`src/rtl/fifo_sched_pkg.sv`:
```
// fifo_sched_pkg: shared types and helpers for the multi-flux FIFO read scheduler
package fifo_sched_pkg;

    typedef enum logic {IDLE, SERVE} state_t;

    function automatic int tag_w(input int flux);
        return (flux > 1) ? $clog2(flux) : 1;
    endfunction

    function automatic logic [31:0] onehot(input int idx, input int flux);
        return (idx >= 0 && idx < flux) ? (32'd1 << idx) : 32'd0;
    endfunction

endpackage

```
`src/rtl/fifo_rr_pick.sv`:
```
// fifo_rr_pick: first set request bit found searching cyclically from a start index
module fifo_rr_pick #(
    parameter int FLUX = 2,
    parameter int IW   = 1
) (
    input  logic [FLUX-1:0] i_req,
    input  logic [IW-1:0]   i_start,
    output logic            o_found,
    output logic [IW-1:0]   o_idx
);

    logic [2*FLUX-1:0] w_dbl;
    int                w_s;

    assign w_dbl = {i_req, i_req} >> i_start;

    // Descending scan so the nearest request (smallest offset) wins.
    always_comb begin
        o_found = 1'b0;
        o_idx   = '0;
        w_s     = 0;
        for (int k = FLUX - 1; k >= 0; k--) begin
            if (w_dbl[k]) begin
                w_s     = int'(i_start) + k;
                o_found = 1'b1;
                o_idx   = IW'(w_s >= FLUX ? w_s - FLUX : w_s);
            end
        end
    end

endmodule

```
`src/rtl/fifo_rd_sched.sv`:
```
// fifo_rd_sched: quantum round-robin read scheduler for the shared multi-flux FIFO
module fifo_rd_sched
    import fifo_sched_pkg::*;
#(
    parameter int DATA_WIDTH = 8,
    parameter int FLUX       = 2,
    parameter int QUANTUM    = 4,
    parameter int TAG_WIDTH  = tag_w(FLUX)
) (
    input  logic                            i_clk,
    input  logic                            i_rst_n,
    input  logic                            i_en,
    input  logic [FLUX-1:0]                 i_fifo_empty,
    input  logic [DATA_WIDTH+TAG_WIDTH-1:0] i_fifo_dout,
    output logic [FLUX-1:0]                 o_fifo_read,
    output logic [FLUX-1:0]                 o_out_valid,
    output logic [FLUX-1:0][DATA_WIDTH-1:0] o_out_data,
    input  logic [FLUX-1:0]                 i_out_ready,
    output logic [TAG_WIDTH-1:0]            o_cur_flux,
    output logic                            o_busy,
    output logic                            o_tag_err
);

    localparam int BW = $clog2(QUANTUM + 1);

    state_t                 r_state;
    logic [TAG_WIDTH-1:0]   r_cur;
    logic [TAG_WIDTH-1:0]   r_rr;
    logic [BW-1:0]          r_burst;

    logic [FLUX-1:0]        w_elig;
    logic [TAG_WIDTH-1:0]   w_nxt;
    logic [TAG_WIDTH-1:0]   w_start;
    logic [TAG_WIDTH-1:0]   w_pick;
    logic [TAG_WIDTH-1:0]   w_idx;
    logic                   w_found;
    logic                   w_stay;
    logic                   w_gnt;

    assign w_elig  = {FLUX{i_en}} & ~i_fifo_empty & (~o_out_valid | i_out_ready);
    assign w_nxt   = (int'(r_cur) == FLUX - 1) ? '0 : r_cur + 1'b1;
    assign w_start = (r_state == IDLE) ? r_rr : w_nxt;

    fifo_rr_pick #(.FLUX(FLUX), .IW(TAG_WIDTH)) u_pick (
        .i_req   (w_elig),
        .i_start (w_start),
        .o_found (w_found),
        .o_idx   (w_pick)
    );

    assign w_stay = (r_state == SERVE) && w_elig[r_cur] && (int'(r_burst) < QUANTUM);
    assign w_idx  = w_stay ? r_cur : w_pick;
    // Gating with reset keeps the strobe low while reset is held.
    assign w_gnt  = i_rst_n & (w_stay | w_found);

    assign o_fifo_read = w_gnt ? FLUX'(onehot(int'(w_idx), FLUX)) : '0;
    assign o_cur_flux  = r_cur;
    assign o_busy      = (r_state == SERVE);

    always_ff @(posedge i_clk or negedge i_rst_n) begin
        if (!i_rst_n) begin
            r_state <= IDLE;
            r_cur   <= '0;
            r_burst <= '0;
            r_rr    <= '0;
        end else if (w_gnt) begin
            r_state <= SERVE;
            r_cur   <= w_idx;
            r_burst <= w_stay ? r_burst + 1'b1 : BW'(1);
        end else if (r_state == SERVE) begin
            r_state <= IDLE;
            r_rr    <= w_nxt;
        end
    end

    always_ff @(posedge i_clk or negedge i_rst_n) begin
        if (!i_rst_n) begin
            o_out_valid <= '0;
            o_out_data  <= '0;
            o_tag_err   <= 1'b0;
        end else begin
            for (int f = 0; f < FLUX; f++) begin
                if (o_fifo_read[f]) begin
                    o_out_data[f]  <= i_fifo_dout[DATA_WIDTH-1:0];
                    o_out_valid[f] <= 1'b1;
                end else if (i_out_ready[f]) begin
                    o_out_valid[f] <= 1'b0;
                end
            end
            if (w_gnt && i_fifo_dout[DATA_WIDTH +: TAG_WIDTH] != w_idx)
                o_tag_err <= 1'b1;
        end
    end

endmodule

```
`config.mk`:
```
export PLATFORM = sky130hd
export DESIGN_NAME = fifo_rd_sched
export DESIGN_NICKNAME = d
export VERILOG_FILES = /design/src/rtl/fifo_sched_pkg.sv /design/src/rtl/fifo_rr_pick.sv /design/src/rtl/fifo_rd_sched.sv
export SDC_FILE = /design/constraint.sdc
export NUM_CORES = 1
export LEC_CHECK = 0
export BUFFER_PORTS_ARGS = -buffer_cell sky130_fd_sc_hd__buf_2
export CORE_ASPECT_RATIO = 0.7
export CORE_MARGIN = 1
export CORE_UTILIZATION = 48
export CTS_CLUSTER_SIZE = 10
export DETAILED_ROUTE_END_ITERATION = 12
export PLACE_DENSITY = 0.75
export SLEW_MARGIN = 20
export SYNTH_ARGS = -nofsm -noshare
export SYNTH_HDL_FRONTEND = slang
export SYNTH_SLANG_ARGS = --single-unit
export TNS_END_PERCENT = 50
```
`constraint.sdc`:
```
create_clock -name i_clk -period 1.9 [get_ports i_clk]
set_input_delay 0.095 -clock i_clk [delete_from_list [all_inputs] [get_ports i_clk]]
set_output_delay 0.095 -clock i_clk [all_outputs]
set_load 0.005 [all_outputs]
```
==> results.yml <==
die:
  io_pins: 39
  start_util: 0.509
  die_width_um: 59.1
  die_h_um: 42.0
  rows: 14
  coreArea_sq_mm: 0.00215
  die_area_sq_mm: 0.00248
synth:
  synth.top_cells.by_area: "dfrtp_1 57%, mux2_4 9.6%, mux2_2 9.2%"
  synth_seq_area_share: 0.571
  synthDistinctLibCells: 25
  synth_area_per_cell_sq_um: 14.4
  syn-num-nets: 93
  synth_warnings: 0
  synth.top_cell.area_share: 0.571
  ys_ff_latch: 25
  synth_area_sq_mm: 0.00110
  synth_top_area_cell: "dfrtp_1"
  synth_cells: 76
setup_path:
  critPathTopFamily: "flip-flops"
  crit_path_top_delay_cell: "dfrtp_2"
  crit_chain: "xor2_1, mux2i_2, a211oi_2, buf_12, buf_2"
  crit_arrival_ns: 1.70
  path_max_fanout: 8
  worstReg2RegStart: "o_cur_flux"
  cpPeakStageDelay_ns: 0.47
  end_kind: "output port"
  critPathRequiredTime_ns: 1.80
  r2r_cells: 5
  r2r_slack_ns: 0.20
  crit_type: "register to output port"
  crit_buf_inv: 2
  cp-start-kind: "register"
  crit_path_start: "o_cur_flux"
  worstReg2RegEnd: "o_out_data[11]"
timing:
  drv_slew: 0
  period_minus_slack_ns: 1.80
  fin_crit_sh: 0.947
  clock.fmax_mhz: 556
  worst_clock_skew_ns: 0.00528
  worst_slew_pin_slew_ns: 0.427
  hold_viol: 0
  max_slew_margin: 0.713
  setup_viol: 0
  rsz0062_at_grt: "true"
drt:
  drc: 0
  vias_per_cell: 5.14
  vias: 817
  drt-total-wl_mm: 2.21
  drtAntennaViolNets: 0
  avgRoutedWirePerCell_um: 13.9
  drtIter0Drc: 21
  first_pass_iters: 4
global_routing:
  grtUsageMet1: 0.253
  grt_usage: 0.202
  grt_antenna_before_repair: 0
  grt_start_max_net_pins: 19
  gr-usage-met3: 0.0648
  grt_overflow: 0
  grt_pass1_wl_mm: 3.66
  grt_pass1_vias: 833
  met2_usage: 0.341
  grt_most_used_layer: "met2"
worst_hold_path:
  whs_path_depth: 2
  holdCritStartpoint: "i_fifo_dout[1]"
  hp-class: "primary input to register"
  hold_end: "o_out_data[9]"
clocking:
  clk_latency_ns: 0.32
  cts_tree: "done"
  numCtsBuffers: 3
  h-tree-depth: 1
  clockBufferDepth: 2
  clock-root-buffer: "clkbuf_4"
  cts.sinks: 25
  clkTransAtPathRegs_ns: 0.14
pwr:
  leakage_nw: 0.719
  power_frac_seq: 0.543
  internal_power_w: 0.000936
  worst_ir_drop_vdd_mv: 0.597
  p_sw_w: 0.000363
  switching_share: 0.280
  power-per-cell-area_mw_per_mm2: 891
  power_w: 0.00130
  p_comb_frac: 0.273
  clkPwrFrac: 0.185
finish:
  syn2layout_area_growth_pct: 33.0
  layout-drive-gt1-share: 0.528
  final_cells: 159
  layout_common_cells: "38 x buf_2, 24 x dfrtp_1, 9 x mux2_2"
  antenna_cells: 0
  layout_commonest_cell: "buf_2"
  nets: 145
placed_design:
  placed_cells: 147
  dp_hpwl_mm: 1.61
  place_congestion: 0.732
  portBuffers: 38
run:
  timing.max_cap.violations: 0
run_status:
  status: "completed"
==> power groups by stage <==
stage / logic (W) / clock network [W] / registers (W)
after floorplan: 0.000171 / 0 / 0.000719
after global placement: 0.000325 / 0 / 0.000709
after detailed placement: 0.000338 / 0 / 0.000716
after CTS: 0.000346 / 0.000249 / 0.000705
after global routing: 0.000388 / 0.000274 / 0.000722
final: 0.000354 / 0.000240 / 0.000705
==> metrics by stage <==
stage / hold slack [ns] / util / instance area, sq um / setup TNS, ns / worst slack, ns
after global routing: 0.00717 / 0.677 / 1460 / -0.000455 / -0.000455
after CTS: 0.00232 / 0.654 / 1410 / 0 / 0.00477
after global placement: -0.0253 / 0.621 / 1340 / 0 / 0.183
after detailed placement: -0.0180 / 0.621 / 1340 / 0 / 0.0999
after floorplan: -0.201 / - / 1100 / 0 / 0.298
final: 0.0197 / 0.677 / 1460 / 0 / 0.100
==> flip-flops by register name, summed over array words and instances (netlist names) <==
register	cells
o_busy	1
o_cur_flux	1
o_out_data	16
o_out_valid	2
o_tag_err	1
r_burst	3
r_rr	1
==> cell usage after synthesis, drive strengths merged <==
cell type  instances
nor2b              2
a2111oi            1
xor2               1
or3                1
mux2i              3
o21ai              3
a22o               2
inv                4
o2111a             1
nand2              2
a22oi              1
a211oi             2
nand3              1
nand2b             3
a21o               2
ha                 1
o211a              1
dfrtp             25
buf                2
nand3b             1
mux2              16
and2               1
==> what timing repair did <==
| action | in CTS | in global routing |
|---|---|---|
| setup endpoints to repair | 1 | 2 |
| resized for setup | 1 | 2 |
| pin swaps | 0 | 2 |
| setup buffers | 0 | 0 |
| cloned | 0 | 0 |
| hold buffers | 4 | 4 |
| hold endpoints to repair | 28 | 5 |
==> metal layers <==
layer / routed length (um) / up-vias
met4: 11 / 0
met3: 89 / 2
met1: 973 / 420
met2: 1140 / 21
li1: - / 374
met5: 0 / -
==> kinds of logic after synthesis <==
logic type / after synthesis / synth area share
and+or+nand+nor: 11 / 0.0582
xor gates and xnor gates: 1 / 0.00799
DFF: 25 / 0.571
AOI/OAI and AO/OA: 13 / 0.0982
muxes: 19 / 0.219
adders and majority gates: 1 / 0.0114
buffers and inverters: 6 / 0.0342
==> final cells by class <==
| class | count | area, sq um |
|---|---|---|
| Clock inverter | 1 | 7.51 |
| Clock buffer | 3 | 22.5 |
| Tap cell | 32 | 40.0 |
| Fill cell | 186 | 697 |
| Sequential cell | 25 | 627 |
| Inverter | 4 | 15.0 |
| Multi-Input combinational cell | 45 | 440 |
| Timing Repair Buffer | 49 | 305 |
==> how the worst max path moves through the flow <==
stage                           to  slack [ns]  cells after the start
floorplan           o_out_data[10]        0.30                      5
global placement     o_out_data[6]        0.18                      4
detailed placement   o_out_data[2]         0.1                      4
CTS                 o_fifo_read[0]       0.005                      4
global route        o_fifo_read[1]     -0.0005                      5
finish              o_fifo_read[1]        0.10                      5
Note: power is estimated with default switching activity, not from simulation.
